[src/rtl/id_ex_stage.sv]
// id_ex_stage: RV32I decode / operand-select stage feeding the ALU.
// Decodes OP, OP-IMM, LUI and AUIPC into op1/op2/alu_ctrl and holds the
// result in one registered slot with valid/ready flow control and flush.
// Optional feature macro: ILLEGAL_TRAP_EN. When it is defined, illegal
// instructions are passed downstream with the illegal flag set. When it is
// not defined, illegal instructions are accepted and silently dropped.
module id_ex_stage #(
  parameter int unsigned     XLEN         = 32,
  parameter logic [XLEN-1:0] RESET_PC_TAG = 32'h0000_0000
) (
  input  logic            clk,
  input  logic            rst,
  input  logic            in_valid,
  output logic            in_ready,
  input  logic [31:0]     instr,
  input  logic [XLEN-1:0] pc,
  output logic [4:0]      rs1_addr,
  output logic [4:0]      rs2_addr,
  input  logic [XLEN-1:0] rs1_data,
  input  logic [XLEN-1:0] rs2_data,
  input  logic            flush,
  output logic            out_valid,
  input  logic            out_ready,
  output logic [XLEN-1:0] op1,
  output logic [XLEN-1:0] op2,
  output logic [3:0]      alu_ctrl,
  output logic [4:0]      rd_addr,
  output logic            rd_we,
`ifdef ILLEGAL_TRAP_EN
  output logic [XLEN-1:0] out_pc,
  output logic            illegal
`else
  output logic [XLEN-1:0] out_pc
`endif
);

  localparam logic [6:0] OPC_OP     = 7'b0110011;
  localparam logic [6:0] OPC_OP_IMM = 7'b0010011;
  localparam logic [6:0] OPC_LUI    = 7'b0110111;
  localparam logic [6:0] OPC_AUIPC  = 7'b0010111;

`ifdef ILLEGAL_TRAP_EN
  localparam logic TRAP_EN = 1'b1;
`else
  localparam logic TRAP_EN = 1'b0;
`endif

  logic [6:0]      opcode_s;
  logic [2:0]      funct3_s;
  logic [6:0]      funct7_s;
  logic [XLEN-1:0] imm_i_s;
  logic [XLEN-1:0] imm_u_s;
  logic [XLEN-1:0] shamt_s;
  logic            legal_s;
  logic [XLEN-1:0] raw_op1_s;
  logic [XLEN-1:0] raw_op2_s;
  logic [3:0]      raw_ctrl_s;
  logic [XLEN-1:0] dec_op1_s;
  logic [XLEN-1:0] dec_op2_s;
  logic [3:0]      dec_ctrl_s;
  logic            dec_we_s;
  logic            xfer_s;
  logic            load_s;

  logic            out_valid_r;
  logic [XLEN-1:0] op1_r;
  logic [XLEN-1:0] op2_r;
  logic [3:0]      alu_ctrl_r;
  logic [4:0]      rd_addr_r;
  logic            rd_we_r;
  logic [XLEN-1:0] out_pc_r;

  assign opcode_s = instr[6:0];
  assign funct3_s = instr[14:12];
  assign funct7_s = instr[31:25];
  assign imm_i_s  = {{20{instr[31]}}, instr[31:20]};
  assign imm_u_s  = {instr[31:12], 12'h000};
  assign shamt_s  = {27'd0, instr[24:20]};

  assign rs1_addr = instr[19:15];
  assign rs2_addr = instr[24:20];

  // Instruction decode: operands, ALU code and legality from the raw word
  always_comb begin
    legal_s    = 1'b0;
    raw_op1_s  = 32'h0000_0000;
    raw_op2_s  = 32'h0000_0000;
    raw_ctrl_s = 4'b0000;
    case (opcode_s)
      OPC_OP: begin
        raw_op1_s  = rs1_data;
        raw_op2_s  = rs2_data;
        raw_ctrl_s = {instr[30], funct3_s};
        if (funct7_s == 7'h00) begin
          legal_s = 1'b1;
        end else if (funct7_s == 7'h20) begin
          legal_s = (funct3_s == 3'b000) || (funct3_s == 3'b101);
        end else begin
          legal_s = 1'b0;
        end
      end
      OPC_OP_IMM: begin
        raw_op1_s = rs1_data;
        case (funct3_s)
          3'b001: begin
            raw_op2_s  = shamt_s;
            raw_ctrl_s = 4'b0001;
            legal_s    = (funct7_s == 7'h00);
          end
          3'b101: begin
            raw_op2_s  = shamt_s;
            raw_ctrl_s = {instr[30], 3'b101};
            legal_s    = (funct7_s == 7'h00) || (funct7_s == 7'h20);
          end
          default: begin
            raw_op2_s  = imm_i_s;
            raw_ctrl_s = {1'b0, funct3_s};
            legal_s    = 1'b1;
          end
        endcase
      end
      OPC_LUI: begin
        raw_op1_s  = 32'h0000_0000;
        raw_op2_s  = imm_u_s;
        raw_ctrl_s = 4'b0000;
        legal_s    = 1'b1;
      end
      OPC_AUIPC: begin
        raw_op1_s  = pc;
        raw_op2_s  = imm_u_s;
        raw_ctrl_s = 4'b0000;
        legal_s    = 1'b1;
      end
      default: begin
        legal_s = 1'b0;
      end
    endcase
  end

  // Illegal instructions carry neutral fields so a trapping consumer sees no side effects
  assign dec_op1_s  = legal_s ? raw_op1_s  : 32'h0000_0000;
  assign dec_op2_s  = legal_s ? raw_op2_s  : 32'h0000_0000;
  assign dec_ctrl_s = legal_s ? raw_ctrl_s : 4'b0000;
  assign dec_we_s   = legal_s && (instr[11:7] != 5'd0);

  assign in_ready = !out_valid_r || out_ready;
  assign xfer_s   = in_valid && in_ready;
  assign load_s   = xfer_s && (legal_s || TRAP_EN);

  // Pipeline slot: flush kills, a kept transfer loads, a lone consume empties
  always_ff @(posedge clk or posedge rst) begin
    if (rst) begin
      out_valid_r <= 1'b0;
      op1_r       <= 32'h0000_0000;
      op2_r       <= 32'h0000_0000;
      alu_ctrl_r  <= 4'b0000;
      rd_addr_r   <= 5'd0;
      rd_we_r     <= 1'b0;
      out_pc_r    <= RESET_PC_TAG;
    end else if (flush) begin
      out_valid_r <= 1'b0;
    end else if (load_s) begin
      out_valid_r <= 1'b1;
      op1_r       <= dec_op1_s;
      op2_r       <= dec_op2_s;
      alu_ctrl_r  <= dec_ctrl_s;
      rd_addr_r   <= instr[11:7];
      rd_we_r     <= dec_we_s;
      out_pc_r    <= pc;
    end else if (out_ready) begin
      out_valid_r <= 1'b0;
    end else begin
      out_valid_r <= out_valid_r;
    end
  end

`ifdef ILLEGAL_TRAP_EN
  logic illegal_r;

  // Illegal flag travels with the rest of the slot contents
  always_ff @(posedge clk or posedge rst) begin
    if (rst) begin
      illegal_r <= 1'b0;
    end else if (!flush && load_s) begin
      illegal_r <= !legal_s;
    end else begin
      illegal_r <= illegal_r;
    end
  end

  assign illegal = illegal_r;
`endif

  assign out_valid = out_valid_r;
  assign op1       = op1_r;
  assign op2       = op2_r;
  assign alu_ctrl  = alu_ctrl_r;
  assign rd_addr   = rd_addr_r;
  assign rd_we     = rd_we_r;
  assign out_pc    = out_pc_r;

endmodule

[config.mk]
export PLATFORM = sky130hd
export DESIGN_NAME = id_ex_stage
export DESIGN_NICKNAME = d
export VERILOG_FILES = /design/src/rtl/id_ex_stage.sv
export SDC_FILE = /design/constraint.sdc
export NUM_CORES = 1
export LEC_CHECK = 0
export CELL_PAD_IN_SITES_DETAIL_PLACEMENT = 1
export CELL_PAD_IN_SITES_GLOBAL_PLACEMENT = 1
export CORE_MARGIN = 4
export CORE_UTILIZATION = 33
export DETAILED_ROUTE_END_ITERATION = 8
export PLACE_DENSITY_LB_ADDON = 0.1
export SYNTH_ARGS = -nofsm -noshare
export SYNTH_HDL_FRONTEND = slang
export SYNTH_SLANG_ARGS = --single-unit
[constraint.sdc]
create_clock -name clk -period 5.4 [get_ports clk]
set_input_delay 0.81 -clock clk [delete_from_list [all_inputs] [get_ports clk]]
set_output_delay 0.81 -clock clk [all_outputs]
set_load 0.005 [all_outputs]
### Word-level counts from Yosys, hierarchy flattened

Index checks and enable logic that the tools add are counted.

* register bits after elaboration: 107
* input port bits: 133
* word-level logic and storage cells: 45

* equality and inequality tests: 7
* multiplexer cells: 15
* bitwise operators: 1
* reduce and logical (&&, ||, !) cells: 15

Operators with widths (count)
* $mux W32: 3
* $pmux W32 S3: 1
* $pmux W32 S2: 1
* $eq A7 B6 Y1 const B: 3
* $pmux W4 S2: 2
* $eq A7 B5 Y1 const B: 2
* $logic_not A7 Y1: 1
* $reduce_or A2 Y1: 3
* $mux W1: 5
* $reduce_bool A5 Y1: 1
* $mux W4: 1
* $eq A3 B1 Y1 const B: 1
* $eq A3 B3 Y1 const B: 1
* $logic_and A1 B1 Y1: 3
* $logic_not A3 Y1: 1
* $logic_or A1 B1 Y1: 3
* $pmux W1 S3: 1
* $reduce_bool A3 Y1: 1
* $pmux W1 S2: 1
* $reduce_and A2 Y1: 1
* $logic_not A1 Y1: 1
* $not A1 Y1: 1

### Depth between registers and ports, before layout

Gate-level depths: netlist (run 1).

* word-level depth: 8
* mapped depth: 7
* depth with buffers taken out: 5

### Worst setup path before layout (run 1)

No wires, ideal clock.

* path kind: input-to-reg
* start point: input instr[4]
* end point: register out_pc_r[10], in the netlist out_pc[10]
* data arrival time: 2.272 ns
* required time: 5.273 ns
* slack: 3.001 ns
* cell stages on the path: 7
* cell sequence: nand3_1 nor3_2 nand4b_1 a211oi_2 buf_4 buf_6 mux2_1

* cells in the longest elaborated chain, start to end: 5
* elaborated cells between the ends (all ways): 8

Ends and longest elaborated chain
* start, declared: RTL line 15 `input logic [31:0] instr,`
* $eq A7 B5 Y1 / $eq A7 B6 Y1 (equally long branches): RTL line 89 `case (opcode_s)`
* $reduce_or A2 Y1 (no source line)
* $pmux W1 S3 *: RTL line 89
* $logic_and A1 B1 Y1 *: RTL line 148 `assign load_s = xfer_s && (legal_s || TRAP_EN);`
* $reduce_and A2 Y1 (no source line) *
* end signal, assigned: RTL line 169 `out_pc_r <= pc;`
* end, declared: RTL line 71 `logic [XLEN-1:0] out_pc_r;`

Every way passes the cells marked *; elsewhere a longest branch is shown, timed or not.
A chain may end at the register's enable or synchronous reset.

### Worst setup path in the final report (run 1)

* start point: input instr[0]
* end point: register op1_r[15], in the netlist op1[15]

* cells in the longest elaborated chain, start to end: 5
* elaborated cells between the ends (all ways): 11

Ends and longest elaborated chain
* $eq A7 B5 Y1 / $eq A7 B6 Y1 (equally long branches): RTL line 89
* $reduce_or A2 Y1 (no source line)
* $pmux W1 S3: RTL line 89
* $logic_and A1 B1 Y1: RTL line 148
* $reduce_and A2 Y1 (no source line)
* end signal, assigned: RTL line 164 `op1_r <= dec_op1_s;`
* end, declared: RTL line 66 `logic [XLEN-1:0] op1_r;`

Several ways; a longest one is shown, not always the timed one.

==> results.md, run 1 <==
- Critical path peak fanout: 83
- Post-Synthesis Cells: around 400
- Status: completed
- Clk root buf: clkbuf_16
- Most used flip-flop cell after synthesis: dfrtp_1
- Leading area contributor after synthesis: dfrtp_1
- Core area: between 0.01 and 0.015 mm²
- Syn_nets: roughly 530
- Vias/cell: between 5 and 6
- CTS tree: done
- # diodes: 0
- Layout cells sized above 1: around 16%
- Drt drc: 0
- Yosys top cell area share: a little over half
- VDD IR max: ~0.17 mV
- Sequential share of the synthesized area: between 50% and 60%
- Full die area: ~0.017 mm²
- Final period utilization: 57.1%
- LEAKAGE: 0.00348 µW
- Fin Setup TNS: 0 ps
- Site Rows: 44
- Clock Pin Slew Worst Setup and Hold Paths: ~70 ps
- GP Congestion: about 0.76
- Synth cell count leaders: 107 x dfrtp_1, 73 x mux2_2, 57 x a22o_1
- Worst skew pair latency: 350 ps
- Global-route usage over all layers: between 10% and 20%
- Routed length per instance: between 20 and 25 µm
- CTS buffer count: 9
- Power Dens Cells: between 200 and 250 mW/mm²
- Setup crit start kind: input pin
- Achievable Freq: about 0.32 GHz
- Num Clock Sinks: ~110
- Final HPWL DP: between 10000 and 15000 µm
- Fillers: approximately 1500
- WS Path Type: input pin to flop
- Maximum root-to-sink buffer count: 2
- Final setup violation count: 0
- Register bit total from synthesis: between 100 and 150
- Slew headroom: a little over two fifths
- Synth area leaders: dfrtp_1 53%, mux2_2 16%, a22o_1 9.9%
- Via total after detailed routing: around 4100
- Initial core utilization: 34.1%
- Pin slew with the least headroom to its limit: between 800 and 900 ps
- PortBufs: between 200 and 300
- Dominant cell by count in the synthesized netlist: dfrtp_1
- GRT Residual Overflow: 0
- Post_cts resized: 0
- DRT Pass-1 Iters: 4
- Setup crit end kind: flop
- First-pass GRT wire length: roughly 26000 µm
- Setup repair bufs after CTS: 0
- H-tree depth: 3
- Area growth syn-to-layout: 58.3%
- Die Ht: between 100 and 150 µm
- Final #Nets: 761
- Slew Viols, Final: 0
- Synthesis Warnings: 0
- Top Ports: between 200 and 300
- RSZ-0062 raised after global routing: false
- Power Total: between 1500 and 2000 µW
- Largest net degree at the start of global routing: 84
- Vias in the first global route: between 4000 and 5000
- Synthesized area per cell: about 13 µm²
- CP arrival: about 3300 ps
- Chip Width: ~130 µm
- Hold_buf cts: 0
- Final hold slack: approximately 490 ps
- Period minus WS final: between 3000 and 4000 ps
- Hold Vio Cnt, Final: 0
- Initial antenna violation count: 0
- Starting DRT DRC Count: 96
- Hold crit path type: flop to flop
- Skew final: 5.09 ps
- Post-synth EDFFs: 0
- Post-Syn Area: between 0.005 and 0.006 mm²
- Drt total wl: approximately 17000 µm
- Count of cell types in the netlist: 30
- DRT antenna net count: 0
- Final core occ: 54.0%
- Critical Path RT: 5640 ps
- Async set or reset register ratio after synthesis: 100%
- Max cap viols: 0
-- layout by cell type (no fill, tap or decap), types with 2 or more instances in the layout --
master / n
nand2_1: 6
mux2_1: 10
and2_0: 2
a21oi_1: 23
nand2b_1: 4
dfrtp_1: 107
clkdlybuf4s50_1: 250
o21ai_0: 2
mux2_2: 73
mux2i_1: 28
a22o_1: 57
bufinv_16: 2
buf_4: 6
clkbuf_16: 9
nor2_1: 9
nor2b_1: 2
inv_1: 23
-- area by class of cell --
class	instances	area, µm²	share of cell area, %
Sequential cell	107	2680	33.6
Inverter	24	92.6	1.16
Clock buffer	11	243	3.04
Timing Repair Buffer	257	2570	32.2
Tap cell	184	230	2.89
Multi-Input combinational cell	229	2080	26.1
Clock inverter	5	85.1	1.07
-- state kept, by name (all words and copies together), names as in the netlist --
signal and flops:
op2 32, out_valid 1, rd_addr 5, rd_we 1, op1 32, out_pc 32, alu_ctrl 4
-- path summary, 6_finish.rpt --
path / slack, ps / from / depth (start not counted) / endpoint
worst max-delay path: 2320 / instr[0] / 8 / op1[15]
worst min-delay path: 490 / op1[28] / 1 / op1[28]
worst max register to register: 3380 / out_valid / 5 / op1[15]
worst min register to register: 490 / op1[28] / 1 / op1[28]
max in group asynchronous: 3320 / rst / 3 / out_pc[13]
min in group asynchronous: 990 / rst / 2 / out_pc[12]
-- per-stage QoR --
stage	worst slack [ps]	cells	instance area (µm²)
2_1_floorplan	1770	399	5030
3_3_place_gp	1980	801	7640
3_5_place_dp	1950	801	7640
4_1_cts	2320	817	7970
5_1_grt	2190	817	7970
6_report	2320	817	7970
-- report_power, final --
part | internal (µW) | switching (µW)
Combinational | 240 | 124
Clock | 422 | 307
Sequential | 860 | 32.6
Total | 1520 | 464
-- cells by family (layout without fill, tap and decap cells) --
kind of cell    count (synthesis)  count (layout)  share of synthesized area, %
simple gates                   34              34                          3.83
buf+inv                        63             297                          6.06
mux                           111             111                          24.1
flops                         107             107                          53.2
compound gates                 84              84                          12.8
-- worst max-delay path: stages --
cell	delay (ps)
clkdlybuf4s50_1	470
nand3_1	180
nor3_2	150
buf_4	290
nand4b_1	200
a211oi_4	320
buf_12	400
mux2_2	400
-- routing by layer --
metal | part of all wire (%) | GRT usage [%]
met5 | 0 | 0
met4 | 1.5 | 5.60
met3 | 7.8 | 7.30
met2 | 51 | 33.9
met1 | 40 | 21.7
Power figures use the tool's default switching activity.
==> run 2: changes to the inputs <==
--- a/config.mk
+++ b/config.mk
@@ -8,7 +8,7 @@
 export CELL_PAD_IN_SITES_DETAIL_PLACEMENT = 1
 export CELL_PAD_IN_SITES_GLOBAL_PLACEMENT = 1
 export CORE_MARGIN = 4
-export CORE_UTILIZATION = 33
+export CORE_UTILIZATION = 31
 export DETAILED_ROUTE_END_ITERATION = 8
 export PLACE_DENSITY_LB_ADDON = 0.1
 export SYNTH_ARGS = -nofsm -noshare
==> constraint.sdc (replaced) <==
create_clock -name clk -period 2.9 [get_ports clk]
set_input_delay 0.435 -clock clk [delete_from_list [all_inputs] [get_ports clk]]
set_output_delay 0.435 -clock clk [all_outputs]
set_load 0.005 [all_outputs]
==> run 2 against run 1 <==
Against the previous run:
- count of clock-buffer cells in the layout unchanged
- cell count increased by 5.4%
- first-iteration DRC count increased by 42%
- clock skew increased by 2.5 ps
- wire length increased by 5.5%
- worst hold slack improved by 1.6 ps
- final area increased by 2.5%
- global-route usage about the same
- non-clock buffer count increased by 12
- register-to-register slack got worse by 2500 ps
- die area increased by 6.1%
==> results.md, run 2 (same netlist as run 1, synthesis figures left out) <==
- Final core occ: 51.4% (-2.6 points)
- Initial core utilization: 31.7% (-2.4 points)
- Full die area: 0.0183 mm² (+6.1%)
- Hold crit path type: flop to flop
- Setup crit end kind: flop
- CP arrival: 2690 ps (-630 ps)
- Slew Viols, Final: 0 (unchanged)
- LEAKAGE: 0.00356 µW (+2.1%)
- Fin Setup TNS: 0 ps (unchanged)
- Most common cell after layout, fill and taps aside: clkdlybuf4s50_1
- Worst skew pair latency: 350 ps (about the same)
- Clk root buf: clkbuf_16
- Final period utilization: 84.5%
- Critical path peak fanout: 23 (-72%)
- RSZ-0062 raised after global routing: false
- Hold Vio Cnt, Final: 0 (unchanged)
- Layout cells sized above 1: 17.5% (+1.6 points)
- GRT Residual Overflow: 0 (unchanged)
- Starting DRT DRC Count: 136 (+42%)
- Slew headroom: 59.5% (+17 points)
- Post_cts resized: 0 (unchanged)
- Net switching power: 878 µW (+89%)
- Achievable Freq: around 0.4 GHz
- Chip Width: 135 µm (+3.0%)
- Num Clock Sinks: 107 (unchanged)
- Setup repair bufs after CTS: 0 (unchanged)
- Die Ht: 135 µm (+3.0%)
- Vias/cell: 4.80 (-4.4%)
- VDD IR max: 0.304 mV (+83%)
- Status: completed
- Setup crit start kind: input pin
- First-pass GRT wire length: 27300 µm (+3.6%)
- GP Congestion: 0.752 (-0.66%)
- Switching Share: 23.4% (+0.089 points)
- Site Rows: 46 (+4.5%)
- Critical Path RT: 3140 ps (-2500 ps)
- Clock share of power: 37.1% (+0.4 points)
- DRT Pass-1 Iters: 4 (unchanged)
- Final setup violation count: 0 (unchanged)
- Power Dens Cells: 458 mW/mm² (+84%)
- Logic gate share of total power: 18.5% (+0.2 points)
- Global-route usage over all layers: 19.2% (about the same)
- Clock Pin Slew Worst Setup and Hold Paths: 70 ps (about the same)
- Max cap viols: 0 (unchanged)
- Top Ports: 251 (unchanged)
- Routed length per instance: 20.4 µm (+0.11%)
- Final #Nets: 773 (+1.6%)
- Final HPWL DP: 13100 µm (+6.3%)
- Hold_buf cts: 0 (unchanged)
- Largest net degree at the start of global routing: 108 (+29%)
- Power Total: 3740 µW (+88%)
- Drt total wl: 17600 µm (+5.5%)
- CTS buffer count: 9 (unchanged)
- Via total after detailed routing: 4137 (+0.73%)
- H-tree depth: 3 (unchanged)
- Drt drc: 0 (unchanged)
- Core area: 0.0159 mm² (+7.7%)
- CTS tree: done
- Initial antenna violation count: 0 (unchanged)
- Vias in the first global route: 4710 (+2.4%)
- Maximum root-to-sink buffer count: 2 (unchanged)
- Period minus WS final: approximately 2500 ps
- Final hold slack: 489 ps (+1.57 ps)
- # diodes: 0 (unchanged)
- Finished layout cell area: 0.00817 mm² (+2.5%)
- DRT antenna net count: 0 (unchanged)
- Reg power frac: 44.4% (-0.5 points)
- Area after DPL: 0.00784 mm² (+2.5%)
- WS Path Type: input pin to flop
- Most frequent cells in the layout: 250 x clkdlybuf4s50_1, 107 x dfrtp_1, 73 x mux2_2
- Area growth syn-to-layout: 62.3%
- Int Pwr: 2870 µW (+88%)
- Pin slew with the least headroom to its limit: 608 ps (-247 ps)
- PortBufs: 250 (unchanged)
- Skew final: 7.55 ps (+2.46 ps)
==> run 2: final timing paths <==
| path | startpoint | endpoint | slack (ps) | cells past startpoint |
|---|---|---|---|---|
| worst max-delay path | instr[1] | out_pc[4] | 450 | 7 |
| worst min-delay path | op1[5] | op1[5] | 490 | 1 |
| worst max register to register | out_valid | out_pc[4] | 920 | 5 |
| worst min register to register | op1[5] | op1[5] | 490 | 1 |
| max in group asynchronous | rst | out_pc[1] | 1850 | 3 |
| min in group asynchronous | rst | op2[26] | 590 | 3 |
==> run 2: per-layer routing <==
layer  routed length, µm  share of wire [%]  global-route usage, %  vias to the layer above
met3                1230                7.0                   5.53                       19
met4                 312                1.8                   6.33                        0
met5                   0                  0                      0                        -
met1                7250                 41                   23.4                     2068
met2                8810                 50                   32.7                      147
li1                    -                  -                      -                     1903
==> run 2: layout make-up <==
class                           instances  area, µm²
Clock buffer                           11        253
Clock inverter                          5       83.8
Fill cell                            1674       7710
Inverter                               24       93.8
Multi-Input combinational cell        229       2070
Sequential cell                       107       2680
Tap cell                              216        270
Timing Repair Buffer                  269       2720
==> run 2: power by group through the flow <==
stage               Combinational (µW)  Clock, µW  Sequential, µW
floorplan                          181          0            1690
global placement                   685          0            1680
detailed placement                 701          0            1690
CTS                                707       1430            1660
global route                       750       1490            1680
finish                             694       1390            1660
==> run 2: through the flow <==
step / cells / setup slack [ps]
after floorplan: 399 / 876
after global placement: 845 / 100
after detailed placement: 845 / 83.0
after CTS: 861 / 454
after global routing: 861 / 338
final: 861 / 449
==> run 2: worst max-delay path, cell delays in order <==
cell and delay, ps:
clkdlybuf4s50_1 460, nand3_1 100, nor3_2 330, nand4b_1 210, a211oi_4 320, buf_4 420
mux2_2 390
